### src/rtl/bubble_sort_p_pkg.sv
// Shared types and the element ordering rule for the in-place RAM sorters.
// Widths up to MAX_W bits are supported by the compare helper.
package sort_pkg;

    localparam int unsigned MAX_W = 64;

    typedef enum logic [2:0] {
        IDLE,
        RD_A,
        RD_B,
        CMP,
        WR_LO,
        WR_HI,
        ADV,
        DONE
    } sort_state_t;

    // Operands arrive zero-extended; shifting them up to the MSB makes one
    // signed or unsigned compare correct for any element width data_w.
    function automatic logic out_of_order(
        input logic [MAX_W-1:0] a,
        input logic [MAX_W-1:0] b,
        input int unsigned      data_w,
        input logic             descending,
        input logic             signed_mode
    );
        logic [MAX_W-1:0] a_al;
        logic [MAX_W-1:0] b_al;
        logic             lt;
        logic             gt;
        a_al = a << (MAX_W - data_w);
        b_al = b << (MAX_W - data_w);
        if (signed_mode) begin
            lt = ($signed(a_al) < $signed(b_al));
            gt = ($signed(a_al) > $signed(b_al));
        end else begin
            lt = (a_al < b_al);
            gt = (a_al > b_al);
        end
        return descending ? lt : gt;
    endfunction

endpackage

### src/rtl/bubble_sort_p_if.sv
// Host handshake plus single-port RAM bus of the bubble sorter.
// The slave modport is the sorter; master is the host/RAM side.
interface bubble_sort_p_if #(
    parameter int DATA_W = 8,
    parameter int ADDR_W = 8,
    parameter int CNT_W  = 16
) ();
    logic              start;
    logic [ADDR_W:0]   length;
    logic              descending;
    logic              signed_mode;
    logic              ready;
    logic              done;
    logic [ADDR_W-1:0] addr;
    logic              wren;
    logic [DATA_W-1:0] wdata;
    logic [DATA_W-1:0] rdata;
    logic [ADDR_W:0]   pass_count;
    logic [CNT_W-1:0]  swap_count;

    modport slave (
        input  start, length, descending, signed_mode, rdata,
        output ready, done, addr, wren, wdata, pass_count, swap_count
    );

    modport master (
        output start, length, descending, signed_mode, rdata,
        input  ready, done, addr, wren, wdata, pass_count, swap_count
    );
endinterface

### src/rtl/bubble_sort_p_cmp.sv
// Combinational out-of-order test between two adjacent elements,
// shared by the sorter family.
module sort_cmp
    import sort_pkg::*;
#(
    parameter int unsigned DATA_W = 8
) (
    input  logic [DATA_W-1:0] a,
    input  logic [DATA_W-1:0] b,
    input  logic              descending,
    input  logic              signed_mode,
    output logic              ooo
);
    logic [MAX_W-1:0] a_ext;
    logic [MAX_W-1:0] b_ext;

    assign a_ext = MAX_W'(a);
    assign b_ext = MAX_W'(b);
    assign ooo   = out_of_order(a_ext, b_ext, DATA_W, descending, signed_mode);
endmodule

### src/rtl/bubble_sort_p.sv
// In-place bubble sorter for an external single-port synchronous RAM with
// shrinking pass bound and early exit on a swap-free pass.
module bubble_sort_p
    import sort_pkg::*;
#(
    parameter int DATA_W = 8,
    parameter int ADDR_W = 8,
    parameter int CNT_W  = 16
) (
    input logic            clk,
    input logic            rst_n,
    bubble_sort_p_if.slave bus
);
    localparam logic [ADDR_W:0] DEPTH_L = {1'b1, {ADDR_W{1'b0}}};
    localparam logic [ADDR_W:0] ONE_L   = (ADDR_W+1)'(1);
    localparam logic [ADDR_W:0] TWO_L   = (ADDR_W+1)'(2);

    sort_state_t       state;
    sort_state_t       state_next;
    logic [ADDR_W:0]   j;
    logic [ADDR_W:0]   j_inc;
    logic [ADDR_W:0]   bound;
    logic [ADDR_W:0]   last_sw;
    logic [ADDR_W:0]   len_clamped;
    logic [DATA_W-1:0] a_q;
    logic [DATA_W-1:0] b_q;
    logic              swapped;
    logic              desc_q;
    logic              sgn_q;
    logic              from_rd_a;
    logic [ADDR_W:0]   pass_q;
    logic [CNT_W-1:0]  swap_q;
    logic              ooo;
    logic              pass_end;
    logic              stop;

    assign len_clamped = (bus.length > DEPTH_L) ? DEPTH_L : bus.length;
    assign j_inc       = j + ONE_L;
    assign pass_end    = !(j_inc < bound);
    assign stop        = !swapped || (last_sw == '0);

    sort_cmp #(.DATA_W(DATA_W)) u_cmp (
        .a           (a_q),
        .b           (bus.rdata),
        .descending  (desc_q),
        .signed_mode (sgn_q),
        .ooo         (ooo)
    );

    always_ff @(posedge clk) begin
        if (!rst_n) state <= IDLE;
        else        state <= state_next;
    end

    always_comb begin
        state_next = state;
        case (state)
            IDLE:    if (bus.start) state_next = (len_clamped >= TWO_L) ? RD_A : DONE;
            RD_A:    state_next = RD_B;
            RD_B:    state_next = CMP;
            CMP:     state_next = ooo ? WR_LO : ADV;
            WR_LO:   state_next = WR_HI;
            WR_HI:   state_next = ADV;
            ADV: begin
                if (!pass_end)  state_next = RD_B;
                else if (stop)  state_next = DONE;
                else            state_next = RD_A;
            end
            DONE:    state_next = IDLE;
            default: state_next = IDLE;
        endcase
    end

    always_comb begin
        bus.ready = (state == IDLE);
        bus.done  = (state == DONE);
        bus.addr  = '0;
        bus.wren  = 1'b0;
        bus.wdata = '0;
        case (state)
            RD_A:  bus.addr = j[ADDR_W-1:0];
            RD_B:  bus.addr = j_inc[ADDR_W-1:0];
            WR_LO: begin
                bus.addr  = j[ADDR_W-1:0];
                bus.wren  = 1'b1;
                bus.wdata = b_q;
            end
            WR_HI: begin
                bus.addr  = j_inc[ADDR_W-1:0];
                bus.wren  = 1'b1;
                bus.wdata = a_q;
            end
            default: ;
        endcase
    end

    // A holds the element being carried upward; it is reloaded from RAM only
    // at the start of a pass, otherwise it follows the larger/smaller value.
    always_ff @(posedge clk) begin
        if (!rst_n) begin
            j         <= '0;
            bound     <= '0;
            last_sw   <= '0;
            a_q       <= '0;
            b_q       <= '0;
            swapped   <= 1'b0;
            desc_q    <= 1'b0;
            sgn_q     <= 1'b0;
            from_rd_a <= 1'b0;
            pass_q    <= '0;
            swap_q    <= '0;
        end else begin
            from_rd_a <= (state == RD_A);
            case (state)
                IDLE: begin
                    if (bus.start) begin
                        pass_q <= '0;
                        swap_q <= '0;
                        if (len_clamped >= TWO_L) begin
                            desc_q  <= bus.descending;
                            sgn_q   <= bus.signed_mode;
                            bound   <= len_clamped - ONE_L;
                            j       <= '0;
                            swapped <= 1'b0;
                        end
                    end
                end
                RD_B: begin
                    if (from_rd_a) a_q <= bus.rdata;
                end
                CMP: begin
                    b_q <= bus.rdata;
                    if (!ooo) a_q <= bus.rdata;
                end
                WR_HI: begin
                    swapped <= 1'b1;
                    last_sw <= j;
                    if (swap_q != '1) swap_q <= swap_q + CNT_W'(1);
                end
                ADV: begin
                    if (!pass_end) begin
                        j <= j_inc;
                    end else begin
                        pass_q <= pass_q + ONE_L;
                        if (!stop) begin
                            bound   <= last_sw;
                            j       <= '0;
                            swapped <= 1'b0;
                        end
                    end
                end
                default: ;
            endcase
        end
    end

    assign bus.pass_count = pass_q;
    assign bus.swap_count = swap_q;
endmodule

### src/flat_wrapper.sv
// flat-port wrapper written by rule: the top's interface ports become plain ports
module bubble_sort_p_flat import sort_pkg::*;
#(
    parameter int DATA_W = 8,
    parameter int ADDR_W = 8,
    parameter int CNT_W  = 16
)
  (clk, rst_n, bus_start, bus_length, bus_descending, bus_signed_mode, bus_rdata, bus_ready, bus_done, bus_addr, bus_wren, bus_wdata, bus_pass_count, bus_swap_count);
  bubble_sort_p_if #(.DATA_W(DATA_W), .ADDR_W(ADDR_W), .CNT_W(CNT_W)) bus_i ();
  input logic clk;
  input logic rst_n;
  input wire logic [$bits(bus_i.start)-1:0] bus_start;
  input wire logic [$bits(bus_i.length)-1:0] bus_length;
  input wire logic [$bits(bus_i.descending)-1:0] bus_descending;
  input wire logic [$bits(bus_i.signed_mode)-1:0] bus_signed_mode;
  input wire logic [$bits(bus_i.rdata)-1:0] bus_rdata;
  output wire logic [$bits(bus_i.ready)-1:0] bus_ready;
  output wire logic [$bits(bus_i.done)-1:0] bus_done;
  output wire logic [$bits(bus_i.addr)-1:0] bus_addr;
  output wire logic [$bits(bus_i.wren)-1:0] bus_wren;
  output wire logic [$bits(bus_i.wdata)-1:0] bus_wdata;
  output wire logic [$bits(bus_i.pass_count)-1:0] bus_pass_count;
  output wire logic [$bits(bus_i.swap_count)-1:0] bus_swap_count;
  assign bus_i.start = bus_start;
  assign bus_i.length = bus_length;
  assign bus_i.descending = bus_descending;
  assign bus_i.signed_mode = bus_signed_mode;
  assign bus_i.rdata = bus_rdata;
  assign bus_ready = bus_i.ready;
  assign bus_done = bus_i.done;
  assign bus_addr = bus_i.addr;
  assign bus_wren = bus_i.wren;
  assign bus_wdata = bus_i.wdata;
  assign bus_pass_count = bus_i.pass_count;
  assign bus_swap_count = bus_i.swap_count;
  bubble_sort_p #(.DATA_W(DATA_W), .ADDR_W(ADDR_W), .CNT_W(CNT_W)) u_core (.clk(clk), .rst_n(rst_n), .bus(bus_i));
endmodule
### config.mk
export PLATFORM = sky130hd
export DESIGN_NAME = bubble_sort_p_flat
export DESIGN_NICKNAME = d
export VERILOG_FILES = /design/src/rtl/bubble_sort_p_pkg.sv /design/src/rtl/bubble_sort_p_if.sv /design/src/rtl/bubble_sort_p_cmp.sv /design/src/rtl/bubble_sort_p.sv /design/src/flat_wrapper.sv
export SDC_FILE = /design/constraint.sdc
export NUM_CORES = 1
export LEC_CHECK = 0
export BUFFER_PORTS_ARGS = -buffer_cell sky130_fd_sc_hd__buf_4
export CAP_MARGIN = 10
export CORE_UTILIZATION = 45
export DETAILED_ROUTE_END_ITERATION = 16
export GPL_ROUTABILITY_DRIVEN = 0
export PLACE_DENSITY = 0.65
export SYNTH_ARGS = -nofsm -noshare
export SYNTH_HDL_FRONTEND = slang
export SYNTH_HIERARCHICAL = 1
export SYNTH_SLANG_ARGS = --single-unit
export TNS_END_PERCENT = 20
### constraint.sdc
create_clock -name clk -period 6.07 [get_ports clk]
set_input_delay 0.3035 -clock clk [delete_from_list [all_inputs] [get_ports clk]]
set_output_delay 0.3035 -clock clk [all_outputs]
set_load 0.1 [all_outputs]
==> impl_metrics.tcl, run 1 <==
set metrics [dict create \
    rsz0062_at_grt "false" \
    num-nets-final 651 \
    numPortBuffers 65 \
    setup_viol 0 \
    crit_type "reg -> reg" \
    drtAntennaViolNets 0 \
    finalSetupTns_ns 0 \
    clock-sinks 75 \
    antenna_found_initial 0 \
    ctsHoldBuffers 0 \
    cts_tree "built" \
    outcome "finished, final reports clean" \
    fin_skew_ns 0.00809 \
    grt.overflow.total 0 \
    worstReg2RegStart "u_core/j[0]" \
    timing.final.crit_period_ns 3.28 \
    regArea_um2 1500 \
    critPathArrivalTime_ns 3.48 \
    root_buffer "clkbuf_8" \
    drc_errors 0 \
    rows 36 \
    die_w_um 102 \
    irDropWorstVdd_mv 0.133 \
    dieArea_um2 10500 \
    ios 66 \
    worstPathRequired_ns 6.27 \
    wl_um 11000 \
    clk_pin_slew_ns 0.08 \
    leakage_nw 2.25 \
    grt_usage_pct 22.0 \
    ctsLongestPathBuffers 2 \
    post_synth.cell_area_avg_um2 8.07 \
    final_common_cell "dfxtp_1" \
    final_cell_mix "dfxtp_1, buf_4, nand2_1" \
    drtIter0Drc 203 \
    cp_max_fo 11 \
    dp.cells 730 \
    power_density_nw_per_um2 225 \
    htreeDepth 3 \
    ys_ff_latch 75 \
    start_kind "register" \
    dr.pass1.iters 5 \
    synthCells 562 \
    stdcell_count 746 \
    relSlewSlack_pct 49.1 \
    crit_path_top_delay_cell "o21ai_1" \
    netlist_area_um2 4530 \
    hp-class "in -> reg" \
    synth-edff-count 0 \
    dp_hpwl_um 7940 \
    cts_setup_buffers 0 \
    cts_buffers 9 \
    wl_per_cell_um 14.7 \
    worstPathCellList "ha_1 -> and3_1 -> nand3_1 -> or2_2 -> nand2_1 -> ha_1 -> a21oi_1 -> o21a_1 -> nand2_1 -> o21ai_1 -> or4_1 -> a21oi_1" \
    max-cap-violations 0 \
    finalHoldViolCount 0 \
    initial_core_util_pct 46.4 \
    grt_pass1_wl_um 18000 \
    yosysWarnings 6 \
    post-route-util_pct 54.8 \
    fp.dieH_um 102 \
    clock.fmax_ghz 0.305 \
    grt_max_degree 56 \
    critPathBufInv 0 \
    synth_flop_cell "dfxtp_1" \
    cts_repair_resize_count 0 \
    power_mw 1.20 \
    synth_nets 605 \
    cp_top_family "simple AND/OR/NAND/NOR gates" \
    tightest_slew_ns 0.761 \
    place_ws_ns 2.82 \
    cp-end-kind "register" \
    coreArea_um2 9770 \
    critPathMaxStageDelay_ns 0.52 \
    multi_input_area_um2 2810 \
    holdCritStartpoint "bus_descending" \
    via_count 4119 \
    final_layout_size_suffix_gt1_share_pct 17.3 \
    cp-startpoint "u_core/j[0]" \
    grt_pass1_vias 3728 \
    diodes 0 \
    synth_seq_area_share_pct 33.1 \
    syn2layout_area_growth_pct 18.2 \
    finalWorstSetupSlack_ns 2.79 \
    insertion_delay_ns 0.35 \
    vias_per_cell 5.52 \
    period_share_pct 54.0 \
    slew_viol_final 0 \
    async_flop_share_pct 0 \
    ys_types 63 \
    fill_cells 937 \
]
-- report_power, final --
part           internal, mW  switching (mW)  total (mW)
clock                 0.338           0.183       0.520
combinational        0.0610           0.107       0.168
sequential            0.505          0.0101       0.515
total                 0.903           0.300        1.20
-- kinds of logic after synthesis --
| kind of cell | after synthesis | synth area share, % |
|---|---|---|
| buffers and inverters | 58 | 4.89 |
| AND/OR/NAND/NOR | 232 | 25.7 |
| adder cells (fa/ha/maj) | 21 | 5.80 |
| flip-flops | 75 | 33.1 |
| AO/OA/AOI/OAI | 118 | 18.4 |
| XOR/XNOR | 26 | 5.02 |
| multiplexers | 32 | 7.15 |
-- area by class of cell --
class	count	share of cell area [%]
flip-flops and latches	75	28.0
inverters	25	1.75
well taps	133	3.11
clock inverters	4	2.24
repair buffers	68	9.53
clock buffers	12	2.90
multi-input cells	429	52.4
-- routing by layer --
| layer | wire length [um] | GRT usage (%) | share of wire (%) | up-vias |
|---|---|---|---|---|
| li1 | - | - | - | 2072 |
| met1 | 4930 | 27.7 | 45 | 1919 |
| met2 | 5400 | 38.1 | 49 | 114 |
| met3 | 521 | 4.79 | 4.7 | 14 |
| met4 | 144 | 5.27 | 1.3 | 0 |
| met5 | 0 | 0 | 0 | - |
-- worst paths after layout --
check	to	slack, ns	depth (start not counted)
max	u_core/bus.pass_count[8]	2.79	12
max reg2reg	u_core/bus.pass_count[8]	2.79	12
min	u_core/desc_q	0.22	3
min reg2reg	u_core/b_q[1]	0.47	2
-- tightest hold or removal path, cell delays in order --
cell and delay [ns]:
buf_4 0.08, mux2i_1 0.06, nor2b_1 0.09
-- registers in the layout (all words and copies together), names as in the netlist --
register and cells:
u_core/a_q 8, u_core/b_q 8, u_core/bound 9, u_core/bus.pass_count 9, u_core/bus.swap_count 16, u_core/desc_q 1
u_core/from_rd_a 1, u_core/j 9, u_core/last_sw 9, u_core/sgn_q 1, u_core/state 3, u_core/swapped 1
-- synth_stat cells, types with 5 or more instances --
library cell / n / area (um2)
xor2_1: 16 / 140
and3_1: 8 / 50.1
nand2_1: 67 / 251
or4_1: 5 / 37.5
o211ai_1: 11 / 82.6
ha_1: 21 / 263
xnor2_1: 10 / 87.6
a21boi_0: 16 / 120
nor2_1: 46 / 173
mux2i_1: 29 / 290
a21oi_1: 27 / 135
o21ai_1: 10 / 50.1
dfxtp_1: 75 / 1500
or3_1: 6 / 37.5
a22oi_1: 5 / 37.5
nand3_1: 34 / 170
nor3_1: 7 / 35.0
clkbuf_1: 28 / 105
nand4_1: 10 / 62.6
a21oi_2: 5 / 43.8
inv_1: 24 / 90.1
a21o_1: 8 / 60.1
nand2b_1: 11 / 68.8
o22ai_1: 6 / 37.5
nor2b_1: 18 / 113
-- stage by stage --
| step | instance area (um2) | hold slack (ns) |
|---|---|---|
| 2_1_floorplan | 4530 | 0.434 |
| 3_3_place_gp | 5080 | 0.448 |
| 3_5_place_dp | 5080 | 0.457 |
| 4_1_cts | 5360 | 0.206 |
| 5_1_grt | 5360 | 0.225 |
| 6_report | 5360 | 0.218 |
(Power assumes the default switching activity.)
==> run 2: changes to the inputs <==
clock period = 3.3 ns   (was 6.07 ns; I/O delays follow)
==> impl_metrics.tcl, run 2 (synthesis results as in run 1) <==
set metrics [dict create \
    crit_path_top_delay_cell "or4_1" \
    grt.overflow.total 0 \
    clock.fmax_ghz 0.327 \
    drtAntennaViolNets 0 \
    final_common_cell "buf_4" \
    rows 36 \
    critPathMaxStageDelay_ns 0.51 \
    vias_per_cell 5.42 \
    irDropWorstVdd_mv 0.211 \
    final_cell_mix "buf_4, dfxtp_1, nand2_1" \
    critPathArrivalTime_ns 3.33 \
    coreArea_um2 9770 \
    outcome "finished, final reports clean" \
    max-cap-violations 0 \
    final_layout_size_suffix_gt1_share_pct 19.4 \
    fp.dieH_um 102 \
    antenna_found_initial 0 \
    cp_max_fo 7 \
    fin_skew_ns 0.0103 \
    ctsLongestPathBuffers 2 \
    grt_pass1_vias 3869 \
    leakage_nw 2.27 \
    tightest_slew_ns 0.734 \
    htreeDepth 3 \
    cts_setup_buffers 0 \
    initial_core_util_pct 46.4 \
    switchingPower_mw 0.580 \
    drtIter0Drc 203 \
    period_share_pct 92.7 \
    clock-sinks 75 \
    root_buffer "clkbuf_8" \
    wl_um 10900 \
    clkPwrFrac_pct 37.2 \
    timing.final.crit_period_ns 3.06 \
    p_comb_share_pct 15.7 \
    finalWorstSetupSlack_ns 0.240 \
    cts_buffers 9 \
    insertion_delay_ns 0.36 \
    crit_top_cell "ha_1" \
    wl_per_cell_um 14.4 \
    post_dp_cell_area_um2 5160 \
    crit_type "reg -> reg" \
    pwr-share-seq_pct 47.1 \
    hp-class "in -> reg" \
    start_kind "register" \
    worstPathCellList "ha_1 -> and3_1 -> nand3_1 -> or2_2 -> nand2_1 -> ha_1 -> nand4_1 -> nor2_1 -> a21o_1 -> o21ai_2 -> or4_1 -> a21oi_1" \
    cp_top_family "simple AND/OR/NAND/NOR gates" \
    numPortBuffers 65 \
    syn2layout_area_growth_pct 18.8 \
    clk_pin_slew_ns 0.09 \
    internal_power_mw 1.44 \
    critPathBufInv 0 \
    whs_ns 0.0742 \
    post-route-util_pct 55.1 \
    fin_area_um2 5390 \
    finalHoldViolCount 0 \
    cp-end-kind "register" \
    via_count 4100 \
    rsz0062_at_grt "false" \
    dp_hpwl_um 8080 \
    dieArea_um2 10500 \
    die_w_um 102 \
    relSlewSlack_pct 50.9 \
    grt_max_degree 56 \
    setup_viol 0 \
    dr.pass1.iters 4 \
    drc_errors 0 \
    ios 66 \
    worstPathRequired_ns 3.57 \
    power_density_nw_per_um2 376 \
    swShare_pct 28.7 \
    largest_reg_flops 16 \
    place_ws_ns 0.172 \
    dp.cells 740 \
    cts_tree "built" \
    stdcell_count 756 \
    power_mw 2.02 \
    grt_pass1_wl_um 18300 \
    grt_usage_pct 22.3 \
    finalSetupTns_ns 0 \
    num-nets-final 661 \
    slew_viol_final 0 \
    diodes 0 \
]
-- run 2: power by group through the flow --
| stage | sequential (mW) | clock (mW) | combinational (mW) |
|---|---|---|---|
| 3_5_place_dp | 0.975 | 0 | 0.312 |
| 2_1_floorplan | 0.960 | 0 | 0.231 |
| 6_report | 0.954 | 0.752 | 0.317 |
| 5_1_grt | 0.958 | 0.811 | 0.349 |
| 3_3_place_gp | 0.974 | 0 | 0.306 |
| 4_1_cts | 0.954 | 0.774 | 0.314 |
-- run 2: worst paths after layout --
check / cells past startpoint / slack (ns) / end / startpoint
setup / recovery: 12 / 0.24 / u_core/bus.pass_count[8] / u_core/j[1]
hold / removal: 3 / 0.07 / u_core/a_q[7] / bus_rdata[7]
setup reg to reg: 12 / 0.24 / u_core/bus.pass_count[8] / u_core/j[1]
hold reg to reg: 2 / 0.47 / u_core/b_q[3] / u_core/b_q[3]
-- run 2: area by class of cell --
type / count / area [um2]
Fill cell: 900 / 4390
Multi-Input combinational cell: 429 / 2830
Sequential cell: 75 / 1500
Timing Repair Buffer: 78 / 586
Tap cell: 133 / 166
Clock buffer: 11 / 151
Inverter: 25 / 93.8
Clock inverter: 5 / 60.1
-- run 2: what timing repair did --
action                     CTS  global route
resized for setup            0             3
setup endpoints to repair    0            19
hold buffers                 0             0
-- run 2: per-layer routing --
layer / wire length (um) / share of wire, % / vias up / GRT usage (%)
met5: 0 / 0 / - / 0
met3: 465 / 4.3 / 17 / 5.20
li1: - / - / 2091 / -
met4: 176 / 1.6 / 0 / 6.59
met2: 5300 / 48 / 99 / 38.5
met1: 4990 / 46 / 1893 / 27.6
-- run 2: worst register-to-register path: stages, from the launching register on --
cell	delay, ns
dfxtp_1	0.44
ha_1	0.27
and3_1	0.22
nand3_1	0.19
or2_2	0.35
nand2_1	0.07
ha_1	0.14
nand4_1	0.11
nor2_1	0.19
a21o_1	0.23
o21ai_2	0.11
or4_1	0.51
a21oi_1	0.14
==> run 3: changes to the inputs <==
CORE_MARGIN = 2   (was unset)
clock period = 3.2 ns   (was 3.3 ns; I/O delays follow)
==> impl_metrics.tcl, run 3 (synthesis results as in run 1) <==
set metrics [dict create \
    outcome "finished, final reports clean" \
    ctsHoldBuffers 0 \
    max-cap-violations 0 \
    grt.overflow.total 0 \
    dp_hpwl_um 8090 \
    largest_reg_flops 16 \
    cp_top_family "simple AND/OR/NAND/NOR gates" \
    rows 36 \
    dr.pass1.iters 4 \
    finalWorstSetupSlack_ns 0.265 \
    via_count 4117 \
    crit_top_cell "buf_4" \
    stdcell_count 759 \
    regArea_um2 1500 \
    hp-class "in -> reg" \
    cts_tree "built" \
    htreeDepth 3 \
    grtUsageMet3_pct 4.39 \
    fin_skew_ns 0.00815 \
    dp.cells 740 \
    whs_ns 0.0690 \
    drc_errors 0 \
    wl_per_cell_um 14.5 \
    irDropWorstVdd_mv 0.248 \
    die_w_um 104 \
    multi_input_area_um2 2830 \
    reg2reg_slack_ns 0.26 \
    gr-max-usage-layer "met2" \
    clock-sinks 75 \
    grt_pass1_wl_um 18000 \
    setup_viol 0 \
    use_met1_pct 24.0 \
    final_common_cell "buf_4" \
    clk_pin_slew_ns 0.08 \
    drtAntennaViolNets 0 \
    start_kind "register" \
    holdCritStartpoint "bus_signed_mode" \
    grt_max_degree 56 \
    fin_area_um2 5400 \
    grt_usage_pct 20.1 \
    coreArea_um2 9770 \
    root_buffer "clkbuf_8" \
    vias_per_cell 5.42 \
    tightest_slew_ns 0.725 \
    grt_pass1_vias 3836 \
    timing.final.crit_period_ns 2.94 \
    reg2reg_depth 13 \
    final_layout_size_suffix_gt1_share_pct 20.1 \
    fp.dieH_um 104 \
    hold_depth 3 \
    drtIter0Drc 256 \
    final_cell_mix "buf_4, dfxtp_1, nand2_1" \
    initial_core_util_pct 46.4 \
    critPathMaxStageDelay_ns 0.40 \
    worstHoldEndpoint "u_core/sgn_q" \
    rsz0062_at_grt "false" \
    critPathBufInv 2 \
    crit_path_top_delay_cell "dfxtp_2" \
    slew_viol_final 0 \
    crit_type "reg -> reg" \
    ctsLongestPathBuffers 2 \
    power_mw 2.04 \
    relSlewSlack_pct 51.6 \
    clock.fmax_ghz 0.341 \
    diodes 0 \
    insertion_delay_ns 0.35 \
    critPathArrivalTime_ns 3.22 \
    use_met2_pct 35.1 \
    wl_um 11000 \
    ios 66 \
    antenna_found_initial 0 \
    finalHoldViolCount 0 \
    worstReg2RegStart "u_core/j[1]" \
    cts_buffers 9 \
    post_dp_cell_area_um2 5160 \
    dieArea_um2 10900 \
    cp-end-kind "register" \
    fill_cells 952 \
    leakage_nw 2.27 \
    period_share_pct 91.7 \
    syn2layout_area_growth_pct 19.1 \
    rr_endpoint "u_core/bound[0]" \
    num-nets-final 664 \
    numPortBuffers 65 \
    worstPathRequired_ns 3.48 \
    place_ws_ns 0.0559 \
    power_density_nw_per_um2 378 \
    cp_max_fo 7 \
    worstPathCellList "ha_2 -> and3_1 -> nand3_2 -> or2_2 -> nand2_1 -> ha_1 -> a21oi_1 -> o21a_2 -> buf_4 -> a211oi_2 -> buf_4 -> nor2_4 -> mux2i_1" \
]
## run 3: timing repair
action                     in CTS  in global routing
gates resized for setup         0                  6
setup buffers                   0                  3
setup endpoints to repair       0                 23
## run 3: worst max-delay path by stage
stage / cells after the start / to / startpoint / slack [ns]
finish: 13 / u_core/bound[0] / u_core/j[1] / 0.26
global placement: 12 / u_core/j[0] / u_core/j[1] / 0.19
CTS: 13 / u_core/bound[0] / u_core/j[1] / 0.04
global route: 13 / u_core/bound[0] / u_core/j[1] / 0.08
detailed placement: 13 / u_core/bound[0] / u_core/j[1] / 0.06
floorplan: 4 / bus_addr[1] / u_core/state[0] / -0.16
## run 3: final cells by class
cell class | count | share of cell area [%]
timing repair buffer | 81 | 11.3
inverter | 25 | 1.74
clock inverter | 6 | 1.23
multi-input combinational | 429 | 52.5
clock buffer | 10 | 2.36
sequential | 75 | 27.9
tap | 133 | 3.08
## run 3: metrics by stage
step / TNS (ns) / utilization (%)
4_1_cts: 0 / 54.8
3_3_place_gp: 0 / 52.8
6_report: 0 / 55.2
3_5_place_dp: 0 / 52.8
5_1_grt: 0 / 55.2
2_1_floorplan: -0.156 / -
## run 3: metal layers
layer / wire length (um) / share of wire (%) / up-vias
met2: 5300 / 48 / 92
met4: 314 / 2.9 / 0
met5: 0 / 0 / -
met3: 489 / 4.4 / 25
met1: 4900 / 45 / 1897
li1: - / - / 2103
## run 3: where the power goes
group          internal, mW  total (mW)  leakage, nW  switching (mW)
Sequential            0.957       0.979        0.608          0.0218
Clock                 0.360       0.722       0.0885           0.362
Combinational         0.132       0.339         1.57           0.208
## run 3: worst reg2reg max path: cells and delay by family, from the launching register on
family / cells / cell delay, ns
buffers and inverters: 2 / 0.32
and+or+nand+nor: 5 / 1.03
DFF: 1 / 0.40
AOI/OAI and AO/OA: 3 / 0.43
adders and majority gates: 2 / 0.47
muxes: 1 / 0.23
